[src/rtl/vend_arb_pkg.sv]
// Shared types for the two-panel vending arbiter.
// Holds the state encoding, owner codes and the registered pulse bundle.
// Imported by vend_share_arbiter; vend_timer needs none of it.
package vend_arb_pkg;

    typedef enum logic [1:0] {
        IDLE        = 2'd0,
        OWNED       = 2'd1,
        WAIT_REFUND = 2'd2
    } state_t;

    localparam logic [1:0] OWN_NONE = 2'b00;
    localparam logic [1:0] OWN_A    = 2'b01;
    localparam logic [1:0] OWN_B    = 2'b10;

    // Every single-cycle output pulse, registered together.
    typedef struct packed {
        logic fsm_coin;
        logic fsm_refund_request;
        logic cola_a;
        logic cola_b;
        logic refund_a;
        logic refund_b;
        logic reject_a;
        logic reject_b;
        logic timeout_evt;
        logic err_evt;
    } pulse_t;

endpackage

[src/rtl/vend_timer.sv]
// Count-up timer with synchronous clear and a terminal-count flag.
// done is combinational from the count register: high while count == TERM-1.
// No backpressure; the owner leaves the counting state before it wraps.
module vend_timer #(
    parameter int unsigned W    = 4,
    parameter int unsigned TERM = 8
) (
    input  logic i_clk,
    input  logic i_rst_n,
    input  logic i_clr,
    input  logic i_en,
    output logic o_done
);

    logic [W-1:0] r_cnt;

    // Clear wins over enable so a fresh grant always starts from zero.
    always_ff @(posedge i_clk or negedge i_rst_n) begin
        if (!i_rst_n) begin
            r_cnt <= '0;
        end else if (i_clr) begin
            r_cnt <= '0;
        end else if (i_en) begin
            r_cnt <= r_cnt + W'(1);
        end
    end

    assign o_done = (r_cnt == W'(TERM - 1));

endmodule

[src/rtl/vend_share_arbiter.sv]
// Shares one vending FSM between panels A and B, one transaction at a time.
// Panel->FSM and FSM->panel pulses all take exactly one cycle (registered).
// No backpressure: coins that cannot be accepted are bounced via reject_x.
module vend_share_arbiter
    import vend_arb_pkg::*;
#(
    parameter int unsigned IDLE_TIMEOUT = 1000,
    parameter int unsigned RESP_TIMEOUT = 16
) (
    input  logic       sys_clk,
    input  logic       sys_rst_n,
    input  logic       coin_a,
    input  logic       coin_b,
    input  logic       refund_req_a,
    input  logic       refund_req_b,
    input  logic       fsm_cola,
    input  logic       fsm_refund,
    output logic       fsm_coin,
    output logic       fsm_refund_request,
    output logic       cola_a,
    output logic       cola_b,
    output logic       refund_a,
    output logic       refund_b,
    output logic       reject_a,
    output logic       reject_b,
    output logic [1:0] owner,
    output logic       busy,
    output logic       timeout_evt,
    output logic       err_evt
);

    localparam int unsigned TMAX = (IDLE_TIMEOUT > RESP_TIMEOUT) ? IDLE_TIMEOUT : RESP_TIMEOUT;
    localparam int unsigned TW   = $clog2(TMAX);

    state_t     r_state, w_state_nxt;
    logic [1:0] r_owner, w_owner_nxt;
    logic [1:0] r_rr, w_rr_nxt;
    logic [1:0] w_grant;
    pulse_t     r_pls, w_pls_nxt;

    logic w_is_a, w_own_coin, w_own_req;
    logic w_rej_own;
    logic w_idle_clr, w_idle_done, w_resp_done;

    assign w_is_a     = (r_owner == OWN_A);
    assign w_own_coin = w_is_a ? coin_a       : coin_b;
    assign w_own_req  = w_is_a ? refund_req_a : refund_req_b;

    vend_timer #(.W(TW), .TERM(IDLE_TIMEOUT)) u_idle_tmr (
        .i_clk   (sys_clk),
        .i_rst_n (sys_rst_n),
        .i_clr   (w_idle_clr),
        .i_en    (r_state == OWNED),
        .o_done  (w_idle_done)
    );

    vend_timer #(.W(TW), .TERM(RESP_TIMEOUT)) u_resp_tmr (
        .i_clk   (sys_clk),
        .i_rst_n (sys_rst_n),
        .i_clr   (r_state != WAIT_REFUND),
        .i_en    (r_state == WAIT_REFUND),
        .o_done  (w_resp_done)
    );

    // Next state, ownership and output pulses for the coming cycle.
    always_comb begin
        w_state_nxt = r_state;
        w_owner_nxt = r_owner;
        w_rr_nxt    = r_rr;
        w_grant     = OWN_NONE;
        w_pls_nxt   = '0;
        w_rej_own   = 1'b0;
        w_idle_clr  = 1'b0;

        case (r_state)
            IDLE: begin
                w_idle_clr = 1'b1;
                if (coin_a && coin_b) begin
                    w_grant = r_rr;
                    if (r_rr == OWN_A) w_pls_nxt.reject_b = 1'b1;
                    else               w_pls_nxt.reject_a = 1'b1;
                end else if (coin_a) begin
                    w_grant = OWN_A;
                end else if (coin_b) begin
                    w_grant = OWN_B;
                end
                if (w_grant != OWN_NONE) begin
                    w_owner_nxt        = w_grant;
                    w_rr_nxt           = (w_grant == OWN_A) ? OWN_B : OWN_A;
                    w_pls_nxt.fsm_coin = 1'b1;
                    w_state_nxt        = OWNED;
                end
            end

            OWNED: begin
                // The other panel's coins always bounce while someone owns the FSM.
                if (w_is_a) w_pls_nxt.reject_b = coin_b;
                else        w_pls_nxt.reject_a = coin_a;

                if (fsm_cola) begin
                    w_pls_nxt.cola_a = w_is_a;
                    w_pls_nxt.cola_b = !w_is_a;
                    w_rej_own        = w_own_coin;
                    w_owner_nxt      = OWN_NONE;
                    w_state_nxt      = IDLE;
                end else if (fsm_refund) begin
                    w_pls_nxt.refund_a = w_is_a;
                    w_pls_nxt.refund_b = !w_is_a;
                    w_rej_own          = w_own_coin;
                    w_owner_nxt        = OWN_NONE;
                    w_state_nxt        = IDLE;
                end else if (w_own_req) begin
                    w_pls_nxt.fsm_refund_request = 1'b1;
                    w_rej_own                    = w_own_coin;
                    w_state_nxt                  = WAIT_REFUND;
                end else if (w_idle_done) begin
                    w_pls_nxt.fsm_refund_request = 1'b1;
                    w_pls_nxt.timeout_evt        = 1'b1;
                    w_rej_own                    = w_own_coin;
                    w_state_nxt                  = WAIT_REFUND;
                end else if (w_own_coin) begin
                    w_pls_nxt.fsm_coin = 1'b1;
                    w_idle_clr         = 1'b1;
                end

                if (w_rej_own) begin
                    if (w_is_a) w_pls_nxt.reject_a = 1'b1;
                    else        w_pls_nxt.reject_b = 1'b1;
                end
            end

            WAIT_REFUND: begin
                w_pls_nxt.reject_a = coin_a;
                w_pls_nxt.reject_b = coin_b;
                if (fsm_refund || fsm_cola) begin
                    w_pls_nxt.refund_a = fsm_refund && w_is_a;
                    w_pls_nxt.refund_b = fsm_refund && !w_is_a;
                    w_pls_nxt.cola_a   = fsm_cola && w_is_a;
                    w_pls_nxt.cola_b   = fsm_cola && !w_is_a;
                    w_owner_nxt        = OWN_NONE;
                    w_state_nxt        = IDLE;
                end else if (w_resp_done) begin
                    // FSM never answered: drop the credit and free the FSM.
                    w_pls_nxt.err_evt = 1'b1;
                    w_owner_nxt       = OWN_NONE;
                    w_state_nxt       = IDLE;
                end
            end

            default: begin
                w_owner_nxt = OWN_NONE;
                w_state_nxt = IDLE;
            end
        endcase
    end

    // State, ownership, fairness pointer and all output pulses.
    always_ff @(posedge sys_clk or negedge sys_rst_n) begin
        if (!sys_rst_n) begin
            r_state <= IDLE;
            r_owner <= OWN_NONE;
            r_rr    <= OWN_A;
            r_pls   <= '0;
        end else begin
            r_state <= w_state_nxt;
            r_owner <= w_owner_nxt;
            r_rr    <= w_rr_nxt;
            r_pls   <= w_pls_nxt;
        end
    end

    assign fsm_coin           = r_pls.fsm_coin;
    assign fsm_refund_request = r_pls.fsm_refund_request;
    assign cola_a             = r_pls.cola_a;
    assign cola_b             = r_pls.cola_b;
    assign refund_a           = r_pls.refund_a;
    assign refund_b           = r_pls.refund_b;
    assign reject_a           = r_pls.reject_a;
    assign reject_b           = r_pls.reject_b;
    assign timeout_evt        = r_pls.timeout_evt;
    assign err_evt            = r_pls.err_evt;
    assign owner              = r_owner;
    assign busy               = (r_state != IDLE);

endmodule

[config.mk]
export PLATFORM = sky130hd
export DESIGN_NAME = vend_share_arbiter
export DESIGN_NICKNAME = d
export VERILOG_FILES = /design/src/rtl/vend_arb_pkg.sv /design/src/rtl/vend_timer.sv /design/src/rtl/vend_share_arbiter.sv
export SDC_FILE = /design/constraint.sdc
export NUM_CORES = 1
export LEC_CHECK = 0
export BUFFER_PORTS_ARGS = -buffer_cell sky130_fd_sc_hd__buf_2
export CAP_MARGIN = 20
export CORE_MARGIN = 3
export CORE_UTILIZATION = 60
export DETAILED_ROUTE_END_ITERATION = 10
export PLACE_DENSITY = 0.82
export SKIP_LAST_GASP = 1
export SLEW_MARGIN = 20
export SYNTH_ARGS = -nofsm -noshare
export SYNTH_HDL_FRONTEND = slang
export SYNTH_SLANG_ARGS = --single-unit
[constraint.sdc]
create_clock -name sys_clk -period 3.7 [get_ports sys_clk]
set_input_delay 0.37 -clock sys_clk [delete_from_list [all_inputs] [get_ports sys_clk]]
set_output_delay 0.37 -clock sys_clk [all_outputs]
set_load 0.01 [all_outputs]
**Yosys cells after proc, flatten, opt, wreduce, memory -nomap -nowiden**

Index checks and enable logic that the tools add are counted.

- Flip-flop bits (word level): 36
- Input port bits: 8
- Output and inout port bits: 13
- Word-level logic and storage cells: 106

- $add $sub $neg: 2
- Equality and inequality tests: 12
- Mux-type cells: 62
- Reduce and logical (&&, ||, !) cells: 15

Operators by type and width:

| cell | count |
|---|---|
| $mux 2 | 22 |
| $mux 10 | 4 |
| $mux 1 | 29 |
| $add 10x1->10 const B | 2 |
| $pmux 2 s3 | 3 |
| $eq 10x10->1 const B | 1 |
| $eq 10x4->1 const B | 1 |
| $eq 2x1->1 const B | 4 |
| $pmux 4 s2 | 1 |
| $reduce_bool 2->1 | 4 |
| $ne 3x3->1 const B | 2 |
| $reduce_and 3->1 | 2 |
| $logic_and 1x1->1 | 5 |
| $ne 5x5->1 const B | 1 |
| $mux 4 | 1 |
| $ne 2x2->1 const B | 2 |
| $pmux 1 s2 | 2 |
| $eq 2x2->1 const B | 1 |
| $logic_not 2->1 | 1 |
| $reduce_and 2->1 | 1 |
| $logic_not 1->1 | 1 |
| $logic_or 1x1->1 | 1 |

**Depth between registers and ports, before layout**

- Depth after elaboration: 9
- Mapped depth: 7
- Depth with buffers taken out: 6

**By module**

Synthesis repeated with hierarchy kept, for this count alone.

- Cells, all modules: 185
- Area, all modules: 1869.3 um^2

By module, submodules not included:

| module | instances | cells each | area each (um^2) | seq. area each (um^2) |
|---|---|---|---|---|
| vend_share_arbiter | 1 | 82 | 833.3 | 401.6 |
| vend_timer at u_idle_tmr | 1 | 51 | 526.8 | 250.2 |
| vend_timer at u_resp_tmr | 1 | 52 | 509.2 | 250.2 |

**Least setup slack after synthesis**

OpenSTA, ideal clock, no wires.

- Path type: reg2reg
- From: register r_owner[0], in the netlist owner[0]
- To: register u_idle_tmr.r_cnt[1]
- Library setup time: 0.145 ns
- Arrival: 1.835 ns
- Required time: 3.555 ns
- Slack: 1.719 ns
- Stages on the path, launching flop included: 6
- Path buffers: 1
- Clock period less this slack: 1.981 ns
- Cell sequence: dfrtp_1 > nor2b_1 > clkbuf_1 > mux2_2 > o41ai_4 > o21ai_0

- Word-level cells in the longest chain between the ends: 9
- Elaborated cells between the ends (all ways): 11
- Those cells by class: eq/ne: 1; mux: 9; reduce/logical: 1

RTL lines:

| item | line | text |
|---|---|---|
| start, declared | vend_share_arbiter.sv:36 | `logic [1:0] r_owner, w_owner_nxt;` |
| start signal, assigned | vend_share_arbiter.sv:166 | `r_owner <= w_owner_nxt;` |
| $eq 2x1->1 (*) | vend_share_arbiter.sv:45 | `assign w_is_a = (r_owner == OWN_A);` |
| $mux 1 | vend_share_arbiter.sv:46 | `assign w_own_coin = w_is_a ? coin_a : coin_b;` |
| $mux 1 | vend_share_arbiter.sv:121 | `end else if (w_own_coin) begin` |
| $mux 1 | vend_share_arbiter.sv:116 | `end else if (w_idle_done) begin` |
| $mux 1 (*) | vend_share_arbiter.sv:112 | `end else if (w_own_req) begin` |
| $mux 1 (*) | vend_share_arbiter.sv:106 | `end else if (fsm_refund) begin` |
| $mux 1 (*) | vend_share_arbiter.sv:100 | `if (fsm_cola) begin` |
| $pmux 1 s2 (*) | vend_share_arbiter.sv:75 | `case (r_state)` |
| $mux 10 or $reduce_bool 2->1 (tied branches) | - |  |
| end signal, assigned | vend_timer.sv:24 | `r_cnt <= r_cnt + W'(1);` |
| end, declared | vend_timer.sv:15 | `logic [W-1:0] r_cnt;` |

Mark *: on every way between the ends. The rest lies on a longest branch, timed or not.
A chain may end at the register's enable or synchronous reset.

**Worst setup path after layout**

- From: register r_owner[1], in the netlist owner[1]
- To: register u_idle_tmr.r_cnt[1]

The elaborated chain is that of the path after synthesis.

==> metrics.cfg <==
[clocking]
cts_root_buffer = clkbuf_4
insertion_delay_ps = 350
cts_tree = done
cts_max_level = 2
hold_buffers = 0
numClockSinks = 36
clkTransAtPathRegs_ps = 110
cts_made_buffers = 5
cts_setup_buffers = 0
clockBufferDepth = 2
cts_resized = 0

[place]
gp_congestion = 0.804
place_area_um2 = 1950
port_buffers = 20
dpl.hpwl_um = 2490

[detailed_routing]
post_drt_via_cell_ratio = 6.05
wl_per_cell_um = 14.8
met1Wirelength_um = 1440
wl_um = 3410
topRoutingLayerUsed = met4
first_pass_iters = 4
ant_nets = 0
met3WireLength_um = 156
vias = 1391
drt_iter0_drc = 48
wl_met2_um = 1770
drt_drc_violations_left = 0

[die]
core-area_um2 = 2830
die-area_um2 = 3740
fp.dieH_um = 61.2
fp-row-count = 19
boundaryPins = 21
start_util_pct = 64.6
die_w_um = 61.2

[synthesis]
syn_area_per_cell_um2 = 10.4
synth.distinct_cells = 40
ys_seq_elements = 36
synthAdderAreaFrac_pct = 4.11
synthSimpleGateAreaFrac_pct = 21.3
synth.area.mux_share_pct = 3.36
synthesis.nets = 190
synth_cells = 176
synth_top_family_by_area = simple AND/OR/NAND/NOR gates
yosysWarnings = 0
yosys.area_share.xor_xnor_pct = 7.19
syn_area_um2 = 1830
ys_seq_area_share_pct = 49.4
synth-compound-area-share_pct = 12.0

[worst_setup_path]
r2r-end = u_idle_tmr.r_cnt[1]
cp_max_fo = 10
cp.required_ps = 3900
start_kind = flip-flop
crit_arrival_ps = 2410
worstReg2RegStart = owner[1]
r2r_cells = 4
end_kind = flip-flop
path_class = flip-flop to flip-flop
r2r_slack_ps = 1490

[power_and_ir_drop]
p_int_uw = 751
vdd_drop_max_mv = 0.334
power_leakage_nw = 0.939
pwr-share-clk_pct = 19.9
seq_power_share_pct = 43.4
pwr-share-comb_pct = 36.7
p_sw_share_pct = 36.7
p_sw_uw = 435
powerDensity_nw_per_um2 = 588

[sta]
fin_crit_sh_pct = 59.6
max_freq_mhz = 453
worst_pin_slew_ps = 764
setup_viol_count_final = 0
finalClockSkew_ps = 16.2
finalSetupTns_ps = 0
period_minus_slack_ps = 2210
drv_slew = 0
max_slew_margin_pct = 49.1
hold_viol = 0
grt_setup_unrepaired = no

[global_routing]
grt_overflow = 0
grt_pass1_wl_um = 5700
grt_max_degree = 37
grt.total_usage_pct = 21.1
grt_pass1_vias = 1367
antenna_found_initial = 0

[run_status]
status = finished, final reports clean

[min_path]
hold_class = primary input to asynchronous set/reset pin

[finish]
drive_gt1_share_pct = 19.1
num-nets-final = 212
multi_input_area_um2 = 876
syn_to_final_growth_pct = 10.3
n_antenna_cell = 0
fillerInstances = 221
seqCellArea_um2 = 902
design_area_um2 = 2020

[run]
max_cap_viol_count = 0

## per-layer routing
metal  up-vias  GRT usage [%]
met3         6           4.61
met5         -              0
met2        35           37.2
met4         0           11.8
met1       690           23.4
li1        660              -
## synth_stat cells
cell / instances / share of area, %
and4_1: 3 / 1.4
a21o_1: 1 / 0.41
nand3_1: 4 / 1.1
a221oi_1: 1 / 0.48
mux2i_1: 2 / 1.1
o41ai_4: 1 / 1.5
nand4_1: 6 / 2.1
a21oi_1: 6 / 1.6
xor2_1: 4 / 1.9
o21ai_0: 5 / 1.4
a31oi_1: 1 / 0.34
ha_1: 6 / 4.1
nor2b_1: 4 / 1.4
nand2b_1: 1 / 0.34
nand2_1: 13 / 2.7
o211a_1: 1 / 0.55
nor2_1: 20 / 4.1
a311oi_1: 1 / 0.48
o311a_4: 1 / 1.2
dfrtp_1: 35 / 48
xnor2_1: 11 / 5.3
clkbuf_1: 5 / 1.0
or4_4: 1 / 0.62
or3b_2: 1 / 0.48
a211o_1: 1 / 0.48
nor3_1: 2 / 0.55
or2_2: 1 / 0.34
or3_1: 2 / 0.68
o21a_1: 1 / 0.41
or4_1: 1 / 0.41
o211ai_1: 2 / 0.82
inv_1: 8 / 1.6
a311o_1: 1 / 0.55
dfstp_2: 1 / 1.4
a31o_2: 2 / 0.96
mux2_4: 2 / 1.6
a21boi_0: 2 / 0.82
mux2_2: 1 / 0.62
nor4_1: 6 / 2.1
and2_1: 9 / 3.1
## cells in the final DEF (no fill, tap or decap), types with 2 or more instances in the layout
| cell | netlist | routed |
|---|---|---|
| and4_1 | 3 | 3 |
| mux2i_1 | 2 | 2 |
| nand2_1 | 13 | 13 |
| or3_1 | 2 | 2 |
| o21ai_0 | 5 | 5 |
| clkbuf_8 | 0 | 2 |
| nand3_1 | 4 | 4 |
| a31o_2 | 2 | 2 |
| inv_1 | 8 | 8 |
| and2_1 | 9 | 9 |
| clkbuf_4 | 0 | 5 |
| nand4_1 | 6 | 6 |
| xnor2_1 | 11 | 11 |
| buf_2 | 0 | 20 |
| dfrtp_1 | 35 | 35 |
| nor3_1 | 2 | 2 |
| mux2_4 | 2 | 2 |
| nor4_1 | 6 | 6 |
| a21boi_0 | 2 | 2 |
| xor2_1 | 4 | 4 |
| a21oi_1 | 6 | 6 |
| o211ai_1 | 2 | 2 |
| ha_1 | 6 | 6 |
| nor2b_1 | 4 | 4 |
| nor2_1 | 20 | 20 |
## logic make-up (layout without fill, tap and decap cells)
group           Yosys count  in the layout
buf+inv                  13             36
mux                       5              5
compound gates           27             27
fa+ha+maj                 6              6
simple gates             74             74
flops                    36             36
xor+xnor                 15             15
## power groups by stage
| stage | sequential [mW] | clock [mW] | combinational, mW |
|---|---|---|---|
| floorplan | 0.532 | 0 | 0.295 |
| global placement | 0.517 | 0 | 0.418 |
| detailed placement | 0.523 | 0 | 0.430 |
| CTS | 0.515 | 0.242 | 0.435 |
| global route | 0.526 | 0.258 | 0.484 |
| finish | 0.515 | 0.236 | 0.436 |
## through the flow
| stage | std cells | power (mW) | hold slack, ps | util, % | setup slack (ps) |
|---|---|---|---|---|---|
| floorplan | 176 | 0.827 | 74.4 | - | 1720 |
| finish | 230 | 1.19 | 76.5 | 71.3 | 1490 |
| detailed placement | 222 | 0.953 | 481 | 68.8 | 1500 |
| global placement | 222 | 0.935 | 468 | 68.8 | 1570 |
| global route | 230 | 1.27 | 122 | 71.3 | 1320 |
| CTS | 230 | 1.19 | 90.1 | 71.3 | 1470 |
## flip-flops by register name, indices dropped and copies added, names as in the netlist, 2 cells and up
| name | count |
|---|---|
| u_resp_tmr.r_cnt | 10 |
| r_state | 2 |
| r_rr | 2 |
| owner | 2 |
| u_idle_tmr.r_cnt | 10 |
## cell type report
class,count,area share [%]
Sequential cell,36,44.8
Multi-Input combinational cell,127,43.5
Timing Repair Buffer,20,4.97
Clock buffer,8,3.41
Tap cell,31,1.92
Inverter,8,1.49
## worst max-delay path by stage
stage,startpoint,endpoint,slack (ps),cells past startpoint
after floorplan,owner[0],u_idle_tmr.r_cnt[1],1720,5
after global placement,owner[0],u_idle_tmr.r_cnt[1],1570,4
after detailed placement,owner[0],u_idle_tmr.r_cnt[1],1500,4
after CTS,owner[0],u_idle_tmr.r_cnt[1],1470,4
after global routing,owner[1],u_idle_tmr.r_cnt[1],1320,4
final,owner[1],u_idle_tmr.r_cnt[1],1490,4
## worst max-delay path, stage by stage, from the launching register on
cell	delay [ps]
dfrtp_1	410
nor2b_1	440
mux2_2	440
o41ai_4	600
o21ai_0	180
(Power assumes the default switching activity.)
